## src/rtl/pri_encoder_rr.sv

```systemverilog
// pri_encoder_rr
// ----------------------------------------------------------------------------
// Registered priority encoder with sticky request capture and a valid/ready
// output handshake. One-cycle request pulses are OR-ed into a pending
// register. Each handshake issues one encoded index. Priority is either fixed
// (index 0 highest) or round-robin (search starts just after the last grant).
//
// Parameters:
//   WIDTH    number of request lines (>= 2, any value, not only powers of two)
//   OUT_W    encoded index width, derived from WIDTH (do not override)
//   RR_MODE  0 = fixed LSB-first priority, 1 = round-robin priority
//
// Ports:
//   clk          rising-edge clock
//   reset        synchronous, active-high reset
//   enable       low blocks request capture and blocks new output loads
//   encoder_in   request pulses, OR-ed into the pending register
//   ready_in     consumer accepts binary_out when valid_out && ready_in
//   binary_out   encoded index of the issued request
//   valid_out    binary_out holds an issued, not yet accepted index
//   pending_out  current pending register
// ----------------------------------------------------------------------------
module pri_encoder_rr #(
    parameter int WIDTH   = 16,
    parameter int OUT_W   = $clog2(WIDTH),
    parameter bit RR_MODE = 1'b0
) (
    input  logic             clk,
    input  logic             reset,
    input  logic             enable,
    input  logic [WIDTH-1:0] encoder_in,
    input  logic             ready_in,
    output logic [OUT_W-1:0] binary_out,
    output logic             valid_out,
    output logic [WIDTH-1:0] pending_out
);

    logic [WIDTH-1:0] pending;
    logic [OUT_W-1:0] ptr;

    logic [OUT_W-1:0] sel;
    logic             found;
    logic             load;
    logic [WIDTH-1:0] clr;
    logic [OUT_W-1:0] ptr_next;

    // Selection looks only at the registered pending bits, never at
    // encoder_in, so there is no input-to-output combinational path.
    // The search runs over offsets from the start point and wraps at WIDTH,
    // which keeps non-power-of-two widths correct.
    always_comb begin
        int idx;
        // NOTE: every variable written here gets a default first, so no path
        // through the block leaves it unassigned and no latch is inferred.
        sel   = '0;
        found = 1'b0;
        idx   = 0;
        for (int i = 0; i < WIDTH; i++) begin
            idx = (RR_MODE ? int'(ptr) : 0) + i;
            if (idx >= WIDTH) begin
                idx = idx - WIDTH;
            end
            if (!found && pending[OUT_W'(idx)]) begin
                found = 1'b1;
                sel   = OUT_W'(idx);
            end
        end
    end

    // A new index may enter the slot when the slot is empty or is being
    // accepted on this same edge; this gives back-to-back issue.
    assign load = enable && (!valid_out || ready_in);

    assign clr = (load && found) ? (WIDTH'(1) << sel) : '0;

    assign ptr_next = (sel == OUT_W'(WIDTH - 1)) ? '0 : sel + OUT_W'(1);

    // NOTE: sequential state uses non-blocking assignments so every register
    // samples the pre-edge values, independent of statement order.
    always_ff @(posedge clk) begin
        if (reset) begin
            pending    <= '0;
            valid_out  <= 1'b0;
            binary_out <= '0;
            ptr        <= '0;
        end else begin
            // Clear is applied before the OR, so a request arriving on the
            // edge its bit is granted stays pending (set beats clear).
            if (enable) begin
                pending <= (pending & ~clr) | encoder_in;
            end

            if (load) begin
                if (found) begin
                    binary_out <= sel;
                    valid_out  <= 1'b1;
                    if (RR_MODE) begin
                        ptr <= ptr_next;
                    end
                end else begin
                    // Nothing to issue: drop valid, keep last index visible.
                    valid_out <= 1'b0;
                end
            end else if (valid_out && ready_in) begin
                // enable=0: the pending handshake still completes, but no
                // new index is loaded behind it.
                valid_out <= 1'b0;
            end
        end
    end

    assign pending_out = pending;

endmodule
```

## config.mk

```make
export PLATFORM = sky130hd
export DESIGN_NAME = pri_encoder_rr
export DESIGN_NICKNAME = d
export VERILOG_FILES = /design/src/rtl/pri_encoder_rr.sv
export SDC_FILE = /design/constraint.sdc
export NUM_CORES = 1
export LEC_CHECK = 0
export CAP_MARGIN = 15
export CELL_PAD_IN_SITES_DETAIL_PLACEMENT = 0
export CELL_PAD_IN_SITES_GLOBAL_PLACEMENT = 1
export CORE_MARGIN = 5
export CORE_UTILIZATION = 23
export CTS_CLUSTER_SIZE = 40
export DETAILED_ROUTE_END_ITERATION = 10
export PLACE_DENSITY_LB_ADDON = 0.2
export SKIP_LAST_GASP = 1
export SLEW_MARGIN = 20
export SYNTH_ARGS = -nofsm -noshare
export SYNTH_HDL_FRONTEND = slang
export SYNTH_SLANG_ARGS = --single-unit
```

## constraint.sdc

```tcl
create_clock -name clk -period 2.1 [get_ports clk]
set_input_delay 0.21 -clock clk [delete_from_list [all_inputs] [get_ports clk]]
set_output_delay 0.21 -clock clk [all_outputs]
set_load 0.03 [all_outputs]
```

Word-level counts from Yosys, hierarchy flattened
Cells that the tools add are included.

Bits of input ports: 20. Word-level logic and storage cells: 47. Flip-flop bits (word level): 21. Output and inout bits: 21.

Multiplexer cells: 19. Shift operators: 1. Bitwise logic cells: 3. Reduce and logical (&&, ||, !) cells: 21.

Operator list (count): two-way mux 4 bit (6); AND 16 bit (1); two-way mux 16 bit (1); inverter 16 bit (1); OR 16 bit (1); left shift 1 x 4 -> 16 bit, first input constant (1); two-way mux 1 bit (12); logical AND 1 bit (10); logical NOT 1 bit (8); AND reduction 2 bit (1); nonzero test 2 bit (1); logical OR 1 bit (1).

Longest topological paths before layout
Gate-level depths: netlist of run 1.

Depth after elaboration: 27. Mapped depth: 4. Mapped depth without buffers: 4.

Least setup slack after synthesis of run 1
OpenSTA, ideal clock, no wires.

Path type: reg2reg. Start point: reg pending[0] (netlist: pending_out[0]). End point: reg pending[7] (netlist: pending_out[7]). Required time: 1.970 ns. Path buffers: 0. Library setup time: 0.130 ns. Arrival time: 1.272 ns. Stages on the path, launching flop included: 5. Period minus slack after synthesis: 1.402 ns. Setup slack: 0.698 ns. Cells stage by stage: dfxtp_1 -> nor4_4 -> nand3_2 -> o311ai_1 -> o21ai_1.

Word-level cells in the longest chain between the ends: 27. Elaborated cells on any way between the ends: 35. Those cells by class: shift (1); mux (16); bitwise (3); reduce/logical (15).

Ends and longest elaborated chain: start: declaration (line 38) `logic [WIDTH-1:0] pending;`; start signal: assignment (line 90) `pending <= (pending & ~clr) | encoder_in;`; two-way mux 1 bit * (line 63) `if (!found && pending[OUT_W'(idx)]) begin`; logical NOT 1 bit (line 63); logical AND 1 bit (line 63); two-way mux 1 bit (line 63); logical NOT 1 bit (line 63); logical AND 1 bit (line 63); two-way mux 1 bit (line 63); logical NOT 1 bit (line 63); [... 11 more ...]; logical NOT 1 bit (line 63); logical AND 1 bit (line 63); two-way mux 4 bit / two-way mux 1 bit (equally long branches) (line 63); left shift 1 x 4 -> 16 bit / logical AND 1 bit (equally long branches) (line 74) `assign clr = (load && found) ? (WIDTH'(1) << sel) : '0;`; two-way mux 16 bit * (line 74); inverter 16 bit * (line 90); AND 16 bit * (line 90); OR 16 bit * (line 90).

Mark *: on every way between the ends. The rest lies on a longest branch, timed or not. A chain may end at the register's enable or synchronous reset.

Final worst setup path of run 1
Start point: reg pending[2] (netlist: pending_out[2]). End point: out pending_out[2].

RTL lines: end: declaration (line 35) `output logic [WIDTH-1:0] pending_out`.

No word-level cell between the ends.

==> flow_summary.yaml, run 1 <==
timing:
  worst_hold_margin_ns: 0.453
  worst_slew_margin_rel_pct: 66.2
  timing_max_transition_violations_final: 0
  timing.final.crit_share_pct: 84.1
  timing.setup.tns_ns: 0
  worst_clk_skew_ns: 0.0107
  grt_setup_unrepaired: "no"
  max_freq_mhz: 566
  worst_pin_slew_ns: 0.505
  finalCriticalPeriod_ns: 1.77
  final_hold_viol_count: 0
  setup_viol: 0
global_routing:
  global_route_wire_length_before_repair_um: 3970
  antenna_found_initial: 0
  global_route_overflow: 0
  grt_util_met3_pct: 4.88
  grt_max_degree: 15
  global_route.usage.total_pct: 9.91
  grtUsageMet2_pct: 15.7
  grt.met1_usage_pct: 11.4
  grt_pass1_vias: 854
  globalRoute.busiestLayer: "met2"
route:
  wirelength_um: 2310
  dr.first_iter.drc_count: 42
  drc: 0
  drt-wirelength-per-cell_um: 12.6
  detailedRoute.firstPassIterationCount: 4
  detail-route-antenna-nets: 0
  route.vias.total: 831
  route.detailed.vias_per_inst: 4.54
worst_setup_path:
  cp_slowest_stage_delay_ns: 0.73
  critical_path_peak_fanout: 7
  worst-setup-path-type: "flip-flop to output port"
  cpMaxStageDelayCell: "sky130_fd_sc_hd__clkdlybuf4s50_1"
  timing.critical_path.arrival_ns: 1.56
  worst_path_dominant_cell_family: "buffers and inverters"
  worst-endpoint-required_ns: 1.89
  critical_path.cell_chain: "clkdlybuf4s50_1"
  cp-end-kind: "output port"
  cp-start-kind: "flip-flop"
  critical_path.n_buffers_inverters: 1
clock_tree:
  cts-resized-gates: 0
  cts-buffers-inserted: 3
  clock-root-buffer: "sky130_fd_sc_hd__clkbuf_4"
  htree_levels: 1
  holdBufCountCts: 0
  cts_buffer_depth: 2
  clk_pin_slew_ns: 0.12
  post-cts-setup-buffers: 0
  cts_tree: "yes"
  worstSkewPairLatency_ns: 0.30
  tritoncts_num_sinks: 20
logic_synthesis:
  synth.top_cells.by_area: "sky130_fd_sc_hd__dfxtp_1 48%, sky130_fd_sc_hd__a21oi_1 11%, sky130_fd_sc_hd__nor2_1 5.9%, sky130_fd_sc_hd__nand2_1 3.6%, sky130_fd_sc_hd__o31ai_1 3.6%"
  net_count_synth: 117
  yosys-top-cells-count: "20 x sky130_fd_sc_hd__dfxtp_1, 19 x sky130_fd_sc_hd__a21oi_1, 13 x sky130_fd_sc_hd__nor2_1"
  synth_enable_flop_cells: 0
  netlist.area_leader.share_pct: 48.0
  postSynthRegisterBits: 20
  seq_area_frac_synth_pct: 48.0
  yosys_most_used_dff: "sky130_fd_sc_hd__dfxtp_1"
  synth_area_um2: 833
  cell_type_with_the_highest_aggregate_area_in_the_netlist: "sky130_fd_sc_hd__dfxtp_1"
  yosys.cell_types.count: 27
  postSynthCellCount: 97
  synth.avg_cell_area_um2: 8.59
  synthesis.yosys.warnings: 0
  synth.most_common_cell: "sky130_fd_sc_hd__dfxtp_1"
  postSynth.asyncResetShare_pct: 0
die:
  floorplan.initialDensity_pct: 24.4
  dieHeight_um: 70.2
  io-pin-count: 41
  die_area_mm2: 0.00493
  die_width_um: 70.2
  row_count: 21
  core_area_mm2: 0.00342
placement:
  dp_hpwl_um: 1760
  gp_congestion: 0.749
  buffer_ports.inserted: 39
cells_and_area:
  nNetsFinal: 158
  insertedDiodeCount: 0
  fillers: 368
  drive_gt1_share_pct: 8.76
  area_delta_synth_final_pct: 59.0
run_status:
  outcome: "finished clean"
pwr:
  leakagePower_nw: 0.495
  vdd_ir_drop_max_mv: 0.234
  power_per_cell_area_mw_per_mm2: 764
run:
  max_cap_violations: 0
worst_hold_path:
  worst_min_path_class: "input pin to flip-flop"
==> routing by layer <==
metal / wire length (um) / vias to the layer above
met5: 0 / -
met4: 10 / 0
met3: 232 / 2
met2: 1030 / 31
met1: 1040 / 376
li1: - / 422
==> state kept, by name (all words and copies together) (netlist names) <==
signal	cells
pending_out	16
binary_out	3
valid_out	1
==> cells in the final DEF (no fill, tap or decap), types with 3 or more instances in the layout <==
cell and instances:
sky130_fd_sc_hd__nand2_1 8, sky130_fd_sc_hd__nor3_1 3, sky130_fd_sc_hd__nor2_1 13, sky130_fd_sc_hd__o21ai_0 3
sky130_fd_sc_hd__clkbuf_4 3, sky130_fd_sc_hd__o31ai_1 4, sky130_fd_sc_hd__a21oi_1 19, sky130_fd_sc_hd__inv_1 3
sky130_fd_sc_hd__dfxtp_1 20, sky130_fd_sc_hd__clkdlybuf4s50_1 39
==> final timing paths <==
| kind | end | from | slack [ns] | depth (start not counted) |
|---|---|---|---|---|
| min reg2reg | pending_out[12] | pending_out[12] | 0.48 | 2 |
| min | pending_out[2] | encoder_in[2] | 0.45 | 3 |
| max | pending_out[2] | pending_out[2] | 0.33 | 1 |
| max reg2reg | pending_out[7] | pending_out[0] | 0.66 | 4 |
==> power breakdown <==
part           switching (mW)  total, mW  internal (mW)
combinational           0.138      0.260          0.122
sequential             0.0293      0.438          0.409
clock                   0.121      0.314          0.193
==> logic make-up (layout without fill, tap and decap cells) <==
logic type             Yosys count  after routing  synth area share (%)
AND/OR/NAND/NOR                 34             34                  22.5
other                            1              1                 0.450
buffers and inverters            8             48                  4.20
flip-flops                      20             20                  48.0
AO/OA/AOI/OAI                   34             34                  24.8
==> layout make-up <==
class / instances / area (um2) / area share (%)
clock buffer: 3 / 22.5 / 1.70
clock inverter: 1 / 30.0 / 2.27
inverter: 3 / 11.3 / 0.850
multi-input combinational: 69 / 398 / 30.0
sequential: 20 / 400 / 30.2
tap: 46 / 57.6 / 4.34
timing repair buffer: 41 / 405 / 30.6
==> per-stage QoR <==
step / util [%] / setup WS, ns / std cells / area [um2] / power (mW)
after floorplan: - / 0.698 / 97 / 833 / 0.591
after global placement: 37.3 / 0.394 / 179 / 1270 / 0.706
after detailed placement: 37.3 / 0.315 / 179 / 1270 / 0.708
after CTS: 38.8 / 0.299 / 183 / 1330 / 1.03
after global routing: 38.8 / 0.254 / 183 / 1330 / 1.07
final: 38.8 / 0.333 / 183 / 1330 / 1.01
(Power assumes the default switching activity.)
==> run 2, diff against run 1 <==
==> constraint.sdc (replaced) <==
create_clock -name clk -period 1.5 [get_ports clk]
set_input_delay 0.15 -clock clk [delete_from_list [all_inputs] [get_ports clk]]
set_output_delay 0.15 -clock clk [all_outputs]
set_load 0.03 [all_outputs]
==> run 2 against run 1 <==
- count of clock-buffer cells in the layout is 1 higher
- sequential share of layout area down 0.58 points
- sequential power rose by 40%
==> flow_summary.yaml, run 2 (synthesis results as in run 1) <==
worst_hold_path:
  hold_path_depth: 3
  worst_min_path_class: "input pin to flip-flop"
worst_setup_path:
  cpMaxStageDelayCell: "sky130_fd_sc_hd__dfxtp_1"
  cp_slowest_stage_delay_ns: 0.49
  critical_path.cell_chain: "dlygate4sd2_1"
  timing.critical_path.depth: 1
  worst_path_dominant_cell_family: "flip-flops"
  cp-end-kind: "output port"
  critical_path_peak_fanout: 7
  worst-endpoint-required_ns: 1.35
  critical_path.n_buffers_inverters: 1
  worst-setup-path-type: "flip-flop to output port"
  timing.critical_path.arrival_ns: 1.24
  reg2regPathDepth: 4
  cp-start-kind: "flip-flop"
cells_and_area:
  drive_gt1_share_pct: 14.9
  largest_register_ffs: 16
  multi_input_gate_area_in_the_final_layout_um2: 410
  nNetsFinal: 162
  fillers: 380
  insertedDiodeCount: 0
  area_delta_synth_final_pct: 63.7
  mostFrequentLayoutCells: "19 x sky130_fd_sc_hd__a21oi_1, 19 x sky130_fd_sc_hd__clkdlybuf4s50_1, 17 x sky130_fd_sc_hd__dfxtp_1"
  sequential_cell_area_um2: 404
route:
  wirelength_um: 2380
  detailedRoute.firstPassIterationCount: 4
  detail-route-antenna-nets: 0
  dr.first_iter.drc_count: 40
  route.vias.total: 846
  drc: 0
  drt-wirelength-per-cell_um: 12.7
  route.detailed.vias_per_inst: 4.52
timing:
  setup_viol: 0
  fin_ws_ns: 0.111
  max_freq_mhz: 720
  worst_hold_margin_ns: 0.379
  worst_clk_skew_ns: 0.00218
  timing.final.crit_share_pct: 92.6
  timing_max_transition_violations_final: 0
  timing.setup.tns_ns: 0
  final_hold_viol_count: 0
  finalCriticalPeriod_ns: 1.39
  grt_setup_unrepaired: "no"
placement:
  dp_hpwl_um: 1840
  place_worst_setup_slack_ns: 0.0322
  buffer_ports.inserted: 39
  gp_congestion: 0.794
run_status:
  outcome: "finished clean"
clock_tree:
  holdBufCountCts: 0
  cts_tree: "yes"
  htree_levels: 1
  clk_pin_slew_ns: 0.11
  worstSkewPairLatency_ns: 0.31
  cts-buffers-inserted: 3
  cts_buffer_depth: 2
  clock-root-buffer: "sky130_fd_sc_hd__clkbuf_4"
  post-cts-setup-buffers: 0
  tritoncts_num_sinks: 20
global_routing:
  global_route_overflow: 0
  antenna_found_initial: 0
  global_route_wire_length_before_repair_um: 3940
  grt_max_degree: 12
  global_route.usage.total_pct: 9.87
  grt_pass1_vias: 882
die:
  row_count: 21
  dieHeight_um: 70.2
  floorplan.initialDensity_pct: 24.4
  io-pin-count: 41
  die_width_um: 70.2
  die_area_mm2: 0.00493
  core_area_mm2: 0.00342
run:
  max_cap_violations: 0
pwr:
  leakagePower_nw: 0.685
  vdd_ir_drop_max_mv: 0.572
  power_per_cell_area_mw_per_mm2: 951
  power_mw: 1.30
==> run 2: changes by cell type in the layout (fill, tap and decap cells not counted), sizes merged <==
cell	delta
dlygate4sd2	+11
buf	+4
dlymetal6s2s	+9
clkdlybuf4s50	-20
clkbuf	+1
bufinv	-1
==> run 2: tightest hold or removal path: stages <==
cell,delay [ns]
sky130_fd_sc_hd__clkdlybuf4s50_1,0.39
sky130_fd_sc_hd__nand2_1,0.06
sky130_fd_sc_hd__a21oi_1,0.05
==> run 2: stage by stage <==
stage	area, um2	instances	utilization (%)
2_1_floorplan	833	97	-
3_3_place_gp	1300	183	38.1
3_5_place_dp	1300	183	38.1
4_1_cts	1330	187	38.8
5_1_grt	1360	187	39.9
6_report	1360	187	39.9
==> run 2: power by group <==
group          total, mW  leakage (nW)  internal (mW)  switching (mW)
sequential         0.612         0.167          0.574          0.0380
combinational      0.361         0.497          0.163           0.198
clock              0.324        0.0210          0.148           0.176
==> run 2: what timing repair did <==
item,CTS,global route
gates cloned,0,0
endpoints found under the setup margin,11,12
gates resized for setup,11,14
pin swaps,0,2
==> run 2: worst paths after layout <==
kind,slack [ns],from,to
worst max-delay path,0.11,pending_out[5],pending_out[5]
worst min-delay path,0.38,encoder_in[6],pending_out[6]
worst max register to register,0.12,pending_out[3],pending_out[7]
worst min register to register,0.48,pending_out[8],pending_out[8]
==> run 2: area by class of cell <==
class / count / share of cell area, %
Clock buffer: 4 / 2.66
Inverter: 3 / 0.826
Multi-Input combinational cell: 69 / 30.1
Sequential cell: 20 / 29.6
Tap cell: 46 / 4.22
Timing Repair Buffer: 45 / 32.6
==> run 2: routing by layer <==
metal | track usage, % | vias to the layer above | wire length, um
li1 | - | 430 | -
met4 | 1.28 | 0 | 0
met3 | 6.17 | 0 | 239
met1 | 10.3 | 384 | 981
met5 | 0 | - | 0
met2 | 17.2 | 32 | 1160
==> run 3, diff against run 2 <==
--- a/config.mk
+++ b/config.mk
@@ -12,9 +12,10 @@
 export CORE_UTILIZATION = 23
 export CTS_CLUSTER_SIZE = 40
 export DETAILED_ROUTE_END_ITERATION = 10
+export GPL_ROUTABILITY_DRIVEN = 0
 export PLACE_DENSITY_LB_ADDON = 0.2
 export SKIP_LAST_GASP = 1
-export SLEW_MARGIN = 20
+export SLEW_MARGIN = 25
 export SYNTH_ARGS = -nofsm -noshare
 export SYNTH_HDL_FRONTEND = slang
 export SYNTH_SLANG_ARGS = --single-unit
==> results of run 3 <==
Same layout as run 2: the final DEF is identical, and so are final timing and power.
